==> src/rtl/ms_latch_seq.sv <==
// Master/slave latch-bank sequencer: non-overlapping enables with a dead gap,
// held data word, and a one-cycle ack once the slave stage holds the word.
module ms_latch_seq #(
    parameter int WIDTH = 8,
    parameter int HOLD  = 2,
    parameter int DEAD  = 1
) (
    input  logic             clk,
    input  logic             rst,
    input  logic             req,
    input  logic             clr,
    input  logic [WIDTH-1:0] d_in,
    output logic [WIDTH-1:0] lat_d,
    output logic             m_en,
    output logic             s_en,
    output logic             busy,
    output logic             ack
);

    localparam int MAXC = (HOLD > DEAD) ? HOLD : DEAD;
    localparam int CW   = $clog2(MAXC + 1);

    localparam logic [CW-1:0] HOLD_T = CW'(HOLD - 1);
    localparam logic [CW-1:0] DEAD_T = CW'(DEAD - 1);

    typedef enum logic [2:0] {
        IDLE,
        MASTER,
        GAP,
        SLAVE,
        DONE
    } state_t;

    state_t           state_q, state_d;
    logic [CW-1:0]    cnt_q, cnt_d;
    logic [WIDTH-1:0] lat_d_q, lat_d_d;
    logic             m_en_q, m_en_d;
    logic             s_en_q, s_en_d;
    logic             busy_q, busy_d;
    logic             ack_q, ack_d;

    always_comb begin
        state_d = state_q;
        cnt_d   = cnt_q + 1'b1;
        lat_d_d = lat_d_q;
        unique case (state_q)
            IDLE: begin
                cnt_d = '0;
                if (req | clr) begin
                    state_d = MASTER;
                    lat_d_d = clr ? '0 : d_in;
                end
            end
            MASTER: begin
                if (cnt_q == HOLD_T) begin
                    state_d = GAP;
                    cnt_d   = '0;
                end
            end
            GAP: begin
                if (cnt_q == DEAD_T) begin
                    state_d = SLAVE;
                    cnt_d   = '0;
                end
            end
            SLAVE: begin
                if (cnt_q == HOLD_T) begin
                    state_d = DONE;
                    cnt_d   = '0;
                end
            end
            DONE: begin
                state_d = IDLE;
                cnt_d   = '0;
            end
            default: begin
                state_d = IDLE;
                cnt_d   = '0;
            end
        endcase

        // Outputs decode the next state so they are registered yet aligned with it.
        m_en_d = (state_d == MASTER);
        s_en_d = (state_d == SLAVE);
        busy_d = (state_d != IDLE);
        ack_d  = (state_d == DONE);
    end

    always_ff @(posedge clk) begin
        if (rst) begin
            state_q <= IDLE;
            cnt_q   <= '0;
            lat_d_q <= '0;
            m_en_q  <= 1'b0;
            s_en_q  <= 1'b0;
            busy_q  <= 1'b0;
            ack_q   <= 1'b0;
        end else begin
            state_q <= state_d;
            cnt_q   <= cnt_d;
            lat_d_q <= lat_d_d;
            m_en_q  <= m_en_d;
            s_en_q  <= s_en_d;
            busy_q  <= busy_d;
            ack_q   <= ack_d;
        end
    end

    assign lat_d = lat_d_q;
    assign m_en  = m_en_q;
    assign s_en  = s_en_q;
    assign busy  = busy_q;
    assign ack   = ack_q;

endmodule

==> config.mk <==
export PLATFORM = sky130hd
export DESIGN_NAME = ms_latch_seq
export DESIGN_NICKNAME = d
export VERILOG_FILES = /design/src/rtl/ms_latch_seq.sv
export SDC_FILE = /design/constraint.sdc
export NUM_CORES = 1
export LEC_CHECK = 0
export CAP_MARGIN = 20
export CORE_MARGIN = 4
export CORE_UTILIZATION = 44
export CTS_CLUSTER_DIAMETER = 30
export DETAILED_ROUTE_END_ITERATION = 8
export GPL_TIMING_DRIVEN = 0
export PLACE_DENSITY = 0.84
export SYNTH_ARGS = -nofsm -noshare
export SYNTH_HDL_FRONTEND = slang
export SYNTH_SLANG_ARGS = --single-unit
export TNS_END_PERCENT = 20
==> constraint.sdc <==
create_clock -name clk -period 1.6 [get_ports clk]
set_clock_uncertainty 0.1 [all_clocks]
set_input_delay 0.16 -clock clk [delete_from_list [all_inputs] [get_ports clk]]
set_output_delay 0.16 -clock clk [all_outputs]
set_load 0.02 [all_outputs]
==> results.sh, run 1 <==
export IMPL_status="finished, final reports clean"
export IMPL_grt_use_total_pct=15.3
export IMPL_die_h_um=49.3
export IMPL_power_leakage_nw=0.374
export IMPL_syn_mean_instance_area_um2=9.25
export IMPL_clock_sinks=17
export IMPL_netSwitchingFraction_pct=26.7
export IMPL_viasPerCell=5.58
export IMPL_final_layout_size_suffix_gt1_share_pct=8.41
export IMPL_critPathRequiredTime_ns=1.34
export IMPL_areaGrowthSynthToFinish_pct=35.6
export IMPL_min_from="rst"
export IMPL_final_util_pct=65.2
export IMPL_p_seq_share_pct=52.5
export IMPL_wl_per_cell_um=13.6
export IMPL_drtAntennaViolNets=0
export IMPL_firstDrtPassIters=4
export IMPL_drc=0
export IMPL_postSynth_asyncResetShare_pct=0
export IMPL_period_share_pct=94.0
export IMPL_fill_cells=138
export IMPL_fmax_ghz=0.665
export IMPL_start_util_pct=48.1
export IMPL_place_congestion=0.752
export IMPL_core_um2=1560
export IMPL_cts_resized_gates=0
export IMPL_max_slew_margin_rel_pct=70.3
export IMPL_p_switching_w=0.000230
export IMPL_portBuffers=22
export IMPL_final_cell_mix="clkdlybuf4s50_1, dfxtp_1, nor2_1, a21oi_1"
export IMPL_antenna_cells=0
export IMPL_worst_ep_arrival_time_ns=1.24
export IMPL_instances_no_fill=123
export IMPL_antenna_found_initial=0
export IMPL_tightestPinTransition_ns=0.445
export IMPL_grt_pass1_vias=670
export IMPL_syn_num_nets=97
export IMPL_slew_violations=0
export IMPL_clkSlewWorstSetupHoldPaths_ns=0.09
export IMPL_peakVddDrop_mv=0.455
export IMPL_row_count=14
export IMPL_grt_pass1_wl_um=2830
export IMPL_layout_nets=124
export IMPL_p_int_w=0.000630
export IMPL_vias=686
export IMPL_final_common_cell="clkdlybuf4s50_1"
export IMPL_postSynthCellCount=81
export IMPL_cp_num_buf_inv=1
export IMPL_hold_end="lat_d[2]"
export IMPL_min_delay_path_depth=2
export IMPL_ys_seq_area_share_pct=45.4
export IMPL_hold_viol=0
export IMPL_hp_class="in2reg"
export IMPL_worst_r2r_endpoint="lat_d[0]"
export IMPL_critPathTopFamily="buffers and inverters"
export IMPL_cts_buffer_depth=2
export IMPL_worst_path_max_fanout=2
export IMPL_grt_max_degree=11
export IMPL_end_kind="primary output"
export IMPL_setup_violations=0
export IMPL_postSynthRegisterBits=17
export IMPL_r2r_start="state_q[1]"
export IMPL_cts_tree="yes"
export IMPL_cts_hold_buf=0
export IMPL_insertion_delay_ns=0.29
export IMPL_finalPower_w=0.000860
export IMPL_pwr_share_comb_pct=21.3
export IMPL_dr_first_iter_drc_count=26
export IMPL_slowest_stage="clkdlybuf4s50_1"
export IMPL_post_place_cells=119
export IMPL_hpwl_um=1250
export IMPL_grt_overflow=0
export IMPL_crit_start="lat_d[1]"
export IMPL_synth_main_ff_cell="dfxtp_1"
export IMPL_die_w_um=49.3
export IMPL_ioPinCount=24
export IMPL_rsz0062_at_grt="no"
export IMPL_period_needed_ns=1.50
export IMPL_startpoint_type="flip-flop"
export IMPL_cp_slowest_stage_delay_ns=0.61
export IMPL_numCtsBuffers=3
export IMPL_rrSetupSlack_ns=0.21
export IMPL_worstPathCellList="clkdlybuf4s50_1"
export IMPL_cap_violations=0
export IMPL_yosysWarnings=0
export IMPL_die_area_um2=2430
export IMPL_clockRootBuffer="clkbuf_4"
export IMPL_yosysUniqueCellTypes=23
export IMPL_synth_edf_count=0
export IMPL_worstRegToRegCells=5
export IMPL_p_clk_share_pct=26.2
export IMPL_routed_wirelength_um=1680
export IMPL_power_density_nw_per_um2=846
export IMPL_h_tree_depth=1
export IMPL_post_cts_buffers=0
export IMPL_syn_area_um2=749
export IMPL_critPathKind="reg2out"
## worst max path at each step
stage | slack (ns) | cells after the start | endpoint
floorplan | 0.29 | 5 | lat_d[0]
global placement | -0.06 | 5 | lat_d[3]
detailed placement | -0.08 | 5 | lat_d[3]
CTS | 0.08 | 1 | lat_d[1]
global route | 0.05 | 1 | lat_d[3]
finish | 0.1 | 1 | lat_d[1]
## routing by layer
metal | track usage (%) | share of wire (%) | vias up
met4 | 11.4 | 2.7 | 0
li1 | - | - | 335
met3 | 4.89 | 6.0 | 5
met1 | 15.8 | 41 | 325
met5 | 0 | 0 | -
met2 | 25.7 | 50 | 21
## flip-flops by register name, summed over array words and instances (netlist names)
| signal | count |
|---|---|
| ack | 1 |
| lat_d | 8 |
| cnt_q | 2 |
| state_q | 3 |
| m_en | 1 |
| busy | 1 |
| s_en | 1 |
## power by group through the flow
stage                logic, W  clock network, W  registers, W
finish               0.000183          0.000225      0.000451
detailed placement   0.000182                 0      0.000461
global placement     0.000180                 0      0.000460
global route         0.000199          0.000261      0.000453
CTS                  0.000183          0.000235      0.000451
floorplan           0.0000956                 0      0.000477
## per-stage QoR
step | setup TNS (ns) | hold WS [ns] | instance area, um2 | setup slack (ns)
after floorplan | 0 | 0.229 | 749 | 0.287
after global placement | -0.417 | 0.363 | 990 | -0.0568
after detailed placement | -0.509 | 0.381 | 990 | -0.0767
after CTS | 0 | 0.155 | 1020 | 0.0789
after global routing | 0 | 0.165 | 1020 | 0.0472
final | 0 | 0.162 | 1020 | 0.0960
## cells in the mapped netlist, drive strengths merged (2+ instances only)
master / n / area (um2)
buf: 3 / 27.5
ha: 4 / 50.1
nand2: 2 / 7.51
o21ai: 9 / 45.0
a21oi: 10 / 50.1
inv: 3 / 11.3
a22oi: 2 / 15.0
nand4b: 8 / 70.1
nor3: 2 / 21.3
dfxtp: 17 / 340
nor2: 11 / 43.8
clkbuf: 3 / 11.3
## final cells by class
cell class	instances	area, um2	area share, %
inverters	3	11.3	1.11
multi-input cells	55	359	35.3
well taps	16	20.0	1.97
flip-flops and latches	17	340	33.5
clock buffers	4	26.3	2.59
plain buffers	6	38.8	3.82
repair buffers	22	220	21.7
## kinds of logic (layout without fill, tap and decap cells)
kind of cell	after synthesis	in the layout	share of synthesized area, %
compound gates	23	23	17.0
buf+inv	9	35	6.68
flops	17	17	45.4
xor+xnor	1	1	1.17
fa+ha+maj	4	4	6.68
simple gates	27	27	23.0
Power figures use the tool's default switching activity.
==> run 2, diff against run 1 <==
CORE_UTILIZATION = 46   (was 44)
CTS_BUF_LIST = sky130_fd_sc_hd__clkbuf_8   (was default)
PLACE_DENSITY = 0.87   (was 0.84)
==> results.sh, run 2 (same netlist as run 1, synthesis figures left out) <==
export IMPL_cts_hold_buf=0
export IMPL_grt_use_total_pct=15.2
export IMPL_row_count=14
export IMPL_startpoint_type="input pin"
export IMPL_final_common_cell="clkdlybuf4s50_1"
export IMPL_rrSetupSlack_ns=0.20
export IMPL_peakVddDrop_mv=0.641
export IMPL_core_um2=1520
export IMPL_clkSlewWorstSetupHoldPaths_ns=0.06
export IMPL_finalPower_w=0.000934
export IMPL_critPathKind="in2reg"
export IMPL_place_congestion=0.766
export IMPL_h_tree_depth=1
export IMPL_layout_nets=124
export IMPL_areaGrowthSynthToFinish_pct=38.1
export IMPL_routed_wl_met3_um=89
export IMPL_cts_resized_gates=0
export IMPL_critPathRequiredTime_ns=1.61
export IMPL_grt_pass1_vias=674
export IMPL_period_needed_ns=1.46
export IMPL_end_kind="flip-flop"
export IMPL_viasPerCell=5.51
export IMPL_fmax_ghz=0.683
export IMPL_clockRootBuffer="clkbuf_8"
export IMPL_vias=678
export IMPL_post_cts_buffers=0
export IMPL_min_delay_path_depth=2
export IMPL_hold_slack_ns=0.212
export IMPL_fill_cells=128
export IMPL_wl_met2_um=881
export IMPL_die_w_um=48.4
export IMPL_r2r_start="state_q[1]"
export IMPL_status="finished, final reports clean"
export IMPL_slew_violations=0
export IMPL_hp_class="in2reg"
export IMPL_min_from="rst"
export IMPL_drtAntennaViolNets=0
export IMPL_grt_overflow=0
export IMPL_antenna_cells=0
export IMPL_portBuffers=22
export IMPL_cap_violations=0
export IMPL_multi_input_area_um2=359
export IMPL_final_layout_size_suffix_gt1_share_pct=8.41
export IMPL_die_area_um2=2340
export IMPL_met1Wirelength_um=692
export IMPL_max_slew_margin_rel_pct=70.2
export IMPL_firstDrtPassIters=4
export IMPL_hpwl_um=1240
export IMPL_worstRegToRegCells=5
export IMPL_worst_path_max_fanout=10
export IMPL_largest_register_ff_count=8
export IMPL_power_density_nw_per_um2=903
export IMPL_fin_tns_setup_ns=0
export IMPL_top_layer="met4"
export IMPL_dr_first_iter_drc_count=8
export IMPL_setup_violations=0
export IMPL_dpl_cell_area_um2=990
export IMPL_power_leakage_nw=0.386
export IMPL_rsz0062_at_grt="no"
export IMPL_antenna_found_initial=0
export IMPL_tightestPinTransition_ns=0.447
export IMPL_cts_buffer_depth=2
export IMPL_hold_viol=0
export IMPL_insertion_delay_ns=0.24
export IMPL_worst_r2r_endpoint="lat_d[6]"
export IMPL_period_share_pct=91.5
export IMPL_grt_pass1_wl_um=2940
export IMPL_final_cell_mix="clkdlybuf4s50_1, dfxtp_1, nor2_1, a21oi_1"
export IMPL_finalInstanceArea_um2=1030
export IMPL_clock_sinks=17
export IMPL_wl_per_cell_um=13.6
export IMPL_routed_wirelength_um=1680
export IMPL_ioPinCount=24
export IMPL_numCtsBuffers=3
export IMPL_worst_ep_arrival_time_ns=1.47
export IMPL_layout_setup_ws_ns=0.136
export IMPL_die_h_um=48.4
export IMPL_regArea_um2=340
export IMPL_grt_max_degree=11
export IMPL_hold_end="lat_d[3]"
export IMPL_start_util_pct=49.2
export IMPL_cts_tree="yes"
export IMPL_place_worst_setup_slack_ns=-0.0951
export IMPL_drc=0
[run 2: cell types whose count changed in the layout (fill, tap and decap cells not counted), sizes merged]
cell    delta
clkbuf     -1
inv        +1
[run 2: routing by layer]
metal  global-route usage (%)  vias to the layer above
li1                         -                      338
met1                     16.4                      322
met2                     27.6                       16
met3                     4.29                        2
met4                     5.53                        0
met5                        0                        -
[run 2: worst max-delay path: stages]
cell and delay (ns):
clkdlybuf4s50_1 0.49, clkbuf_1 0.37, nor2_2 0.19, o21ai_1 0.18
a21oi_1 0.09
[run 2: layout make-up]
cell class	instances	share of cell area, %
multi-input cells	55	34.7
flip-flops and latches	17	32.9
repair buffers	22	21.3
clock buffers	3	3.99
plain buffers	6	3.75
well taps	16	1.93
inverters	3	1.09
clock inverters	1	0.363
[run 2: stage by stage]
step           instances  util, %
5_1_grt              123     67.9
3_3_place_gp         119     64.9
2_1_floorplan         81        -
3_5_place_dp         119     64.9
6_report             123     67.9
4_1_cts              123     67.9
[run 2: power by group]
group | switching (W) | leakage (nW) | total (W) | internal (W)
registers | 0.00000817 | 0.139 | 0.000451 | 0.000443
clock network | 0.000130 | 0.0269 | 0.000299 | 0.000170
logic | 0.0000932 | 0.220 | 0.000184 | 0.0000906
total | 0.000231 | 0.386 | 0.000934 | 0.000703
[run 2: worst max-delay path by stage]
| stage | startpoint | endpoint | slack, ns | cells after the start |
|---|---|---|---|---|
| after global routing | req | lat_d[3] | 0.02 | 5 |
| after floorplan | state_q[1] | lat_d[0] | 0.29 | 5 |
| after CTS | lat_d[5] | lat_d[5] | 0.16 | 1 |
| after global placement | req | lat_d[2] | -0.05 | 5 |
| final | req | lat_d[6] | 0.14 | 5 |
| after detailed placement | req | lat_d[6] | -0.1 | 5 |
